$ cat src/rtl/cfg_loader_pkg.sv
// Shared constants and state encoding for the configuration bitstream loader.
package cfg_loader_pkg;

    localparam int DEF_WORD_WIDTH = 32;
    localparam int DEF_LEN_WIDTH  = 16;

    typedef enum logic [1:0] {
        ST_IDLE  = 2'd0,
        ST_FETCH = 2'd1,
        ST_SHIFT = 2'd2,
        ST_DONE  = 2'd3
    } state_t;

endpackage

$ cat src/rtl/cfg_loader_word_buf.sv
// One-entry valid/ready holding register used to prefetch the next payload word
// while the current word is being shifted out.
module cfg_word_buf #(
    parameter int WIDTH = 32
) (
    input  logic             clk,
    input  logic             crst_n,
    input  logic             i_flush,
    input  logic             i_in_valid,
    output logic             o_in_ready,
    input  logic [WIDTH-1:0] i_in_data,
    output logic             o_out_valid,
    input  logic             i_out_ready,
    output logic [WIDTH-1:0] o_out_data
);

    logic             r_valid;
    logic [WIDTH-1:0] r_data;

    // Accept only when empty, so a push and a pop never coincide.
    assign o_in_ready  = !r_valid;
    assign o_out_valid = r_valid;
    assign o_out_data  = r_data;

    always_ff @(posedge clk or negedge crst_n) begin
        if (!crst_n) begin
            r_valid <= 1'b0;
            r_data  <= '0;
        end else if (i_flush) begin
            r_valid <= 1'b0;
        end else if (i_in_valid && o_in_ready) begin
            r_valid <= 1'b1;
            r_data  <= i_in_data;
        end else if (i_out_ready && r_valid) begin
            r_valid <= 1'b0;
        end
    end

endmodule

$ cat src/rtl/cfg_loader.sv
// Serialises a length-prefixed host frame MSB-first onto the tile config chain,
// with a one-word prefetch so consecutive payload words shift without a gap.
module cfg_loader
    import cfg_loader_pkg::*;
#(
    parameter int WORD_WIDTH = DEF_WORD_WIDTH,
    parameter int LEN_WIDTH  = DEF_LEN_WIDTH
) (
    input  logic                  clk,
    input  logic                  crst_n,
    input  logic                  s_valid,
    output logic                  s_ready,
    input  logic [WORD_WIDTH-1:0] s_data,
    input  logic                  abort,
    output logic                  cfg_out_start,
    output logic                  cfg_bit_out,
    output logic                  busy,
    output logic                  done,
    output logic                  err
);

    localparam int IDX_W = (WORD_WIDTH > 1) ? $clog2(WORD_WIDTH) : 1;
    localparam int WL_W  = LEN_WIDTH + 1;
    localparam logic [IDX_W-1:0] LAST_IDX = IDX_W'(WORD_WIDTH - 1);

    state_t                r_state, w_next;
    logic                  r_live;
    logic [WORD_WIDTH-1:0] r_shift, w_shift;
    logic [IDX_W-1:0]      r_bit_idx, w_bit_idx;
    logic [LEN_WIDTH-1:0]  r_remain, w_remain;
    logic [WL_W-1:0]       r_words_left, w_words_left;
    logic                  r_first, w_first;
    logic                  r_err, w_err;

    logic [LEN_WIDTH-1:0]  w_len;
    logic [WL_W-1:0]       w_hdr_words;
    logic                  w_xfer, w_exhaust, w_last_bit;
    logic                  w_buf_in_valid, w_buf_in_ready, w_buf_out_valid, w_buf_pop;
    logic [WORD_WIDTH-1:0] w_buf_out_data;

    assign w_len       = s_data[LEN_WIDTH-1:0];
    assign w_hdr_words = ({1'b0, w_len} + WL_W'(WORD_WIDTH - 1)) / WL_W'(WORD_WIDTH);
    assign w_xfer      = s_valid && s_ready;
    assign w_exhaust   = (r_bit_idx == LAST_IDX);
    assign w_last_bit  = (r_remain <= LEN_WIDTH'(1));

    // Words accepted while shifting go to the prefetch buffer; FETCH loads directly.
    assign w_buf_in_valid = (r_state == ST_SHIFT) && w_xfer;

    cfg_word_buf #(.WIDTH(WORD_WIDTH)) u_buf (
        .clk         (clk),
        .crst_n      (crst_n),
        .i_flush     (abort),
        .i_in_valid  (w_buf_in_valid),
        .o_in_ready  (w_buf_in_ready),
        .i_in_data   (s_data),
        .o_out_valid (w_buf_out_valid),
        .i_out_ready (w_buf_pop),
        .o_out_data  (w_buf_out_data)
    );

    // r_live holds s_ready low until the first edge after reset release.
    always_comb begin
        s_ready = 1'b0;
        if (!abort) begin
            case (r_state)
                ST_IDLE:  s_ready = r_live;
                ST_FETCH: s_ready = !w_buf_out_valid && (r_words_left != '0);
                ST_SHIFT: s_ready = w_buf_in_ready && (r_words_left != '0);
                default:  s_ready = 1'b0;
            endcase
        end
    end

    always_comb begin
        w_next       = r_state;
        w_shift      = r_shift;
        w_bit_idx    = r_bit_idx;
        w_remain     = r_remain;
        w_words_left = r_words_left;
        w_first      = r_first;
        w_err        = 1'b0;
        w_buf_pop    = 1'b0;
        if (abort) begin
            w_next       = ST_IDLE;
            w_bit_idx    = '0;
            w_remain     = '0;
            w_words_left = '0;
            w_first      = 1'b0;
        end else begin
            if (w_xfer && (r_state != ST_IDLE))
                w_words_left = r_words_left - WL_W'(1);
            case (r_state)
                ST_IDLE: begin
                    if (w_xfer) begin
                        if (w_len == '0) begin
                            w_err = 1'b1;
                        end else begin
                            w_next       = ST_FETCH;
                            w_remain     = w_len;
                            w_words_left = w_hdr_words;
                            w_first      = 1'b1;
                        end
                    end
                end
                ST_FETCH: begin
                    // A word may have landed in the buffer on the edge that entered FETCH.
                    if (w_buf_out_valid) begin
                        w_buf_pop = 1'b1;
                        w_shift   = w_buf_out_data;
                        w_bit_idx = '0;
                        w_next    = ST_SHIFT;
                    end else if (w_xfer) begin
                        w_shift   = s_data;
                        w_bit_idx = '0;
                        w_next    = ST_SHIFT;
                    end
                end
                ST_SHIFT: begin
                    w_first  = 1'b0;
                    w_remain = (r_remain != '0) ? r_remain - LEN_WIDTH'(1) : '0;
                    if (w_last_bit) begin
                        w_next = ST_DONE;
                    end else if (w_exhaust) begin
                        if (w_buf_out_valid) begin
                            w_buf_pop = 1'b1;
                            w_shift   = w_buf_out_data;
                            w_bit_idx = '0;
                        end else begin
                            w_next = ST_FETCH;
                        end
                    end else begin
                        w_shift   = r_shift << 1;
                        w_bit_idx = r_bit_idx + IDX_W'(1);
                    end
                end
                ST_DONE: w_next = ST_IDLE;
                default: w_next = ST_IDLE;
            endcase
        end
    end

    always_ff @(posedge clk or negedge crst_n) begin
        if (!crst_n) begin
            r_state      <= ST_IDLE;
            r_live       <= 1'b0;
            r_shift      <= '0;
            r_bit_idx    <= '0;
            r_remain     <= '0;
            r_words_left <= '0;
            r_first      <= 1'b0;
            r_err        <= 1'b0;
        end else begin
            r_state      <= w_next;
            r_live       <= 1'b1;
            r_shift      <= w_shift;
            r_bit_idx    <= w_bit_idx;
            r_remain     <= w_remain;
            r_words_left <= w_words_left;
            r_first      <= w_first;
            r_err        <= w_err;
        end
    end

    assign cfg_bit_out   = (r_state == ST_SHIFT) && r_shift[WORD_WIDTH-1];
    assign cfg_out_start = (r_state == ST_SHIFT) && r_first;
    assign busy          = (r_state != ST_IDLE);
    assign done          = (r_state == ST_DONE);
    assign err           = r_err;

endmodule

$ cat config.mk
export PLATFORM = sky130hd
export DESIGN_NAME = cfg_loader
export DESIGN_NICKNAME = d
export VERILOG_FILES = /design/src/rtl/cfg_loader_pkg.sv /design/src/rtl/cfg_loader_word_buf.sv /design/src/rtl/cfg_loader.sv
export SDC_FILE = /design/constraint.sdc
export NUM_CORES = 1
export LEC_CHECK = 0
export ABC_AREA = 1
export BUFFER_PORTS_ARGS = -buffer_cell sky130_fd_sc_hd__buf_2
export CORE_UTILIZATION = 55
export CTS_CLUSTER_SIZE = 30
export DETAILED_ROUTE_END_ITERATION = 7
export PLACE_DENSITY_LB_ADDON = 0.12
export SYNTH_ARGS = -nofsm -noshare
export SYNTH_HDL_FRONTEND = slang
export SYNTH_HIERARCHICAL = 1
export SYNTH_SLANG_ARGS = --single-unit
export TNS_END_PERCENT = 100
$ cat constraint.sdc
create_clock -name clk -period 2.1 [get_ports clk]
set_clock_uncertainty 0.1 [all_clocks]
set_input_delay 0 -clock clk [delete_from_list [all_inputs] [get_ports clk]]
set_output_delay 0 -clock clk [all_outputs]
set_load 0.01 [all_outputs]
Yosys cells after proc, flatten, opt, wreduce, memory -nomap -nowiden
Index checks and enable logic that the tools add are counted.
{"block": "totals", "memories": 0, "in_bits": 36, "regBits": 108, "elab_cells": 104, "out_inout_bits": 6, "romBits": 0, "latch_bits": 0, "ramBits": 0}
{"block": "classes", "order_cmp": 1, "multipliers": 0, "n_reduce_logical": 24, "addsub": 4, "n_mux": 50, "div": 0, "n_eq_ne": 14, "shifts": 0, "bitwise": 1}
{"cell": "two-way mux 32 bit", "n": 5}
{"cell": "two-way mux 17 bit", "n": 5}
{"cell": "two-way mux 16 bit", "n": 4}
{"cell": "one-hot mux 32 bit (2 select lines)", "n": 1}
{"cell": "one-hot mux 16 bit (2 select lines)", "n": 1}
{"cell": "two-way mux 5 bit", "n": 6}
{"cell": "adder 16 x 5 -> 17 bit, second input constant", "n": 1}
{"cell": "nonzero test 17 bit", "n": 1}
{"cell": "subtractor 17 x 1 -> 17 bit, second input constant", "n": 1}
{"cell": "<= comparator 16 x 1 -> 1 bit, second input constant", "n": 1}
{"cell": "logical NOT 16 bit", "n": 1}
{"cell": "two-way mux 2 bit", "n": 8}
{"cell": "nonzero test 16 bit", "n": 1}
{"cell": "subtractor 16 x 1 -> 16 bit, second input constant", "n": 1}
{"cell": "two-way mux 1 bit", "n": 15}
{"cell": "one-hot mux 5 bit (2 select lines)", "n": 1}
{"cell": "AND reduction 5 bit", "n": 2}
{"cell": "inequality test 3 bit, second input constant", "n": 3}
{"cell": "nonzero test 3 bit", "n": 3}
{"cell": "logical AND 1 bit", "n": 8}
{"cell": "inequality test 4 x 3 -> 1 bit, second input constant", "n": 2}
{"cell": "inequality test 4 bit, second input constant", "n": 2}
{"cell": "one-hot mux 2 bit (4 select lines)", "n": 1}
{"cell": "inequality test 3 x 2 -> 1 bit, second input constant", "n": 2}
{"cell": "14 further kinds", "n": 18}

Longest topological paths before layout
{"block": "logic_depth", "word_depth": 11, "ltp_mapped": 17, "mapped_depth_nobuf": 16}

Modules after synthesis
The synthesis kept the hierarchy.
{"mod": "cfg_loader", "n_inst": 1, "cells_each": 746, "seq_area_each_um2": 1876.8, "area_per_inst_um2": 5044.8}
{"mod": "cfg_word_buf", "n_inst": 1, "cells_each": 148, "seq_area_each_um2": 825.8, "area_per_inst_um2": 1388.8}

Least setup slack after synthesis
No wires, ideal clock.
{"block": "synth_timing", "kind": "reg2reg", "startpoint": "register r_state[0]", "endpoint": "register u_buf.r_data[0], in the netlist u_buf/o_out_data[0]", "stages_incl_launch_ff": 15, "n_path_buf": 2, "t_arrival_ns": 1.957, "synth_period_minus_slack_ns": 2.174, "setup_ns": 0.117, "required_ns": 1.883, "path_slack_ns": -0.074, "cell_sequence": "dfrtp_1 inv_1 ha_1 nor2_4 inv_2 a21boi_2 nand2_1 nand2_2 nand3_4 nor2_1 buf_4 nand3_4 buf_6 nand2_1 nand2_1"}
{"block": "synth_between", "elab_chain_len": 8, "elab_cells_between_ends": 10, "classes_between": "eq/ne (2); mux (2); reduce/logical (6)"}
{"element": "start: declaration", "line": "cfg_loader.sv:26", "source": "state_t r_state, w_next;"}
{"element": "start signal: assignment", "line": "cfg_loader.sv:154", "source": "r_state <= w_next;"}
{"element": "equality test 2 bit or equality test 2 x 1 -> 1 bit (tied branches)", "line": "cfg_loader.sv:48, cfg_loader.sv:66"}
{"element": "OR reduction 2 bit (no line)"}
{"element": "one-hot mux 1 bit (2 select lines)", "line": "cfg_loader.sv:66", "source": "case (r_state)"}
{"element": "two-way mux 1 bit", "line": "cfg_loader.sv:65", "source": "if (!abort) begin"}
{"element": "logical AND 1 bit", "line": "cfg_loader.sv:43", "source": "assign w_xfer = s_valid && s_ready;"}
{"element": "logical AND 1 bit (*)", "line": "cfg_loader.sv:48", "source": "assign w_buf_in_valid = (r_state == ST_SHIFT) && w_xfer;"}
{"element": "net w_buf_in_valid", "line": "cfg_loader.sv:38", "source": "logic w_buf_in_valid, w_buf_in_ready, w_buf_out_valid, w_buf_pop;"}
{"element": "logical AND 1 bit (*)", "line": "cfg_loader_word_buf.sv:31", "source": "end else if (i_in_valid && o_in_ready) begin"}
{"element": "AND reduction 2 bit (no line) (*)"}
{"element": "end signal: assignment", "line": "cfg_loader_word_buf.sv:33", "source": "r_data <= i_in_data;"}
{"element": "end: declaration", "line": "cfg_loader_word_buf.sv:18", "source": "logic [WIDTH-1:0] r_data;"}
Mark *: on every way through the listed nets, which the timed path passes. The rest lies on a longest branch.
A chain may end at the register's enable or synchronous reset.

Final worst setup path
{"block": "layout_timing", "startpoint": "register r_state[1]", "endpoint": "register u_buf.r_data[1], in the netlist u_buf/o_out_data[1]"}
The elaborated chain is that of the path after synthesis.

==> results.cfg <==
[run_status]
status = complete, but fails checks
failed_checks = negative hold slack, negative setup slack

[synth]
dominantRegCellSynth = dfrtp_1
syn-num-nets = 941
yosysUniqueCellTypes = 42
synthCells = 894
postSynthAreaPerCell_um2 = 7.20
syn_area_um2 = 6430
synth_edf_count = 0
ys_seq_elements = 108
ys_seq_area_share_pct = 42.0
ys_async_sr_fraction_pct = 100
ys_warn_count = 6

[die]
die_area_um2 = 12100
pin_count = 42
die_x_um = 110
rows = 39
die_y_um = 110
core_area_um2 = 11400
initial_core_util_pct = 56.3

[sta]
hold_viol = 3
whs_ns = -0.00110
setup_slack_ns = -0.172
rsz0062_at_grt = true
setup_viol = 102
slew_violations = 0
max_freq_mhz = 440
slew_headroom_pct = 62.1
fin_crit_ns = 2.27
finalCritPeriodShare_pct = 108
worst_pin_slew_ns = 0.565

[finish]
drive_gt1_share_pct = 30.0
fillers = 755
layout.nets = 1098
area_growth_pct = 40.5
num_antenna_cells = 0
final_common_cell = nand2_1
design_area_um2 = 9040
layout_common_cells = 285 x nand2_1, 107 x dfrtp_1, 76 x buf_4, 71 x inv_1, 57 x nor2_1

[critical_path]
crit_fanout = 21
cp-startpoint = r_state[1]$_DFFE_PN0P_
worst_setup_path_start_kind = register
path_class = register to register
reg2reg_slack_ns = -0.17
r2r_cells = 13
cp.required_ns = 2.30
critPathArrivalTime_ns = 2.48
r2r_start = r_state[1]$_DFFE_PN0P_
endpoint_kind = register

[route]
wl_met3_um = 1300
vias_per_cell = 5.78
firstDrtPassIters = 5
antenna_left = 0
wl_met2_um = 10400
wl_met1_um = 8330
dr.first_iter.drc_count = 626
routedWlPerCell_um = 17.6
wl_um = 21100
drc = 0
num_vias = 6930
highest_layer = met4

[power_and_ir_drop]
p_leak_nw = 4.65
ir_worst_vdd_uv = 1060
power.density_nw_per_um2 = 1270

[global_routing]
grt-ovfl-total = 0
grt_pass1_vias = 6340
track_usage_pct = 32.5
grt_max_degree = 43
grt_first_pass_wirelength_um = 30300
antenna_found_initial = 0

[clock_tree]
cts.sinks = 108
h-tree-depth = 3
insertion_delay_ns = 0.36
clk_path_buf_depth = 2
cts_tree = done
cts_buffers = 9
cts-root-buf = clkbuf_16
path_clk_slew_ns = 0.08

[job]
max_cap_viol_count = 0

[place]
gp_congestion = 0.881
port_buffers = 41
dp_hpwl_um = 12200
place_area_um2 = 7300

[min_path]
min_path_type = input pin to asynchronous set/reset pin
cell families (layout without fill, tap and decap cells):
kind of cell,after synthesis,after routing,synth area share (%)
XOR/XNOR,14,14,1.91
AO/OA/AOI/OAI,69,69,6.96
adder cells (fa/ha/maj),11,11,2.14
buffers and inverters,119,279,8.11
AND/OR/NAND/NOR,572,573,38.8
flip-flops,108,108,42.0
other,1,1,0.0583
critical path, cell delays in order, from the launching register on:
cell and delay [ns]:
dfrtp_2 0.45, ha_4 0.19, nor2_4 0.11, inv_4 0.05
a21boi_2 0.12, nand2_1 0.09, nand2_2 0.12, nand3_4 0.10
buf_8 0.16, nor2_4 0.14, buf_4 0.16, buf_8 0.18
nand4_1 0.13, nand2_1 0.12
cells in the mapped netlist (3+ instances only):
master / n / area share (%)
nand4_1: 44 / 4.3
o221ai_1: 15 / 2.0
o21ai_0: 20 / 1.6
nand3_1: 61 / 4.7
ha_1: 11 / 2.1
nor2_1: 67 / 3.9
nand3_2: 4 / 0.62
clkbuf_1: 10 / 0.58
dfrtp_1: 108 / 42
buf_6: 6 / 1.1
buf_2: 18 / 1.4
a21oi_1: 15 / 1.2
nand2_1: 357 / 21
nand2_2: 4 / 0.39
inv_1: 78 / 4.6
nand3_4: 3 / 0.82
nor3_1: 15 / 1.2
or2_2: 4 / 0.39
inv_2: 4 / 0.23
o21bai_1: 4 / 0.47
xor2_1: 13 / 1.8
nor4_1: 5 / 0.49
o211ai_1: 3 / 0.35
what timing repair did:
item | 4_1_cts | 5_1_grt
hold buffers | 35 | 0
endpoints found under the hold margin | 174 | 0
setup endpoints to repair | 91 | 105
resized for setup | 42 | 158
pin swaps | 16 | 51
setup buffers | 7 | 10
gates cloned | 4 | 10
stage by stage:
step	instances	total power, W	utilization, %	worst slack [ns]	TNS (ns)
2_1_floorplan	894	0.00617	-	0.0184	0
3_3_place_gp	1118	0.00769	63.9	-0.132	-5.60
3_5_place_dp	1118	0.00786	63.9	-0.217	-10.62
4_1_cts	1179	0.0102	72.1	-0.0734	-3.08
5_1_grt	1198	0.0122	79.2	-0.256	-20.36
6_report	1198	0.0115	79.2	-0.172	-11.39
routing by layer:
| layer | global-route usage, % | vias up |
|---|---|---|
| li1 | - | 3222 |
| met1 | 41.6 | 3311 |
| met2 | 54.6 | 323 |
| met3 | 6.23 | 74 |
| met4 | 12.5 | 0 |
| met5 | 0 | - |
power breakdown:
group / internal [W] / total, W / switching, W
Clock: 0.00105 / 0.00189 / 0.000837
Sequential: 0.00279 / 0.00335 / 0.000564
Combinational: 0.00262 / 0.00629 / 0.00366
Total: 0.00646 / 0.0115 / 0.00506
worst paths after layout:
| check | end |
|---|---|
| worst max-delay path | u_buf/o_out_data[1]$_DFFE_PN0P_ |
| worst min-delay path | r_bit_idx[4]$_DFFE_PN0P_ |
| worst max register to register | u_buf/o_out_data[1]$_DFFE_PN0P_ |
| worst min register to register | u_buf/o_out_data[20]$_DFFE_PN0P_ |
| max in group asynchronous | u_buf/o_out_data[30]$_DFFE_PN0P_ |
| min in group clk | u_buf/o_out_data[25]$_DFFE_PN0P_ |
registers in the layout, summed over array words and instances (netlist names):
name and cells:
r_shift 32, r_words_left 17, r_bit_idx 5, u_buf/o_out_valid 1, err 1, r_live 1, r_first 1, r_state 2
u_buf/o_out_data 32, r_remain 16
final cells by class:
type                       instances  area, um^2  share of cell area [%]
clock buffer                      10         229                    2.53
multi-input combinational        668        3850                    42.6
timing repair inverter             2        20.0                   0.221
sequential                       108        2700                    29.9
clock inverter                     5        85.1                   0.941
timing repair buffer             179        1640                    18.2
tap                              143         179                    1.98
inverter                          83         329                    3.64
No activity file was read; power rests on OpenSTA's default activity.
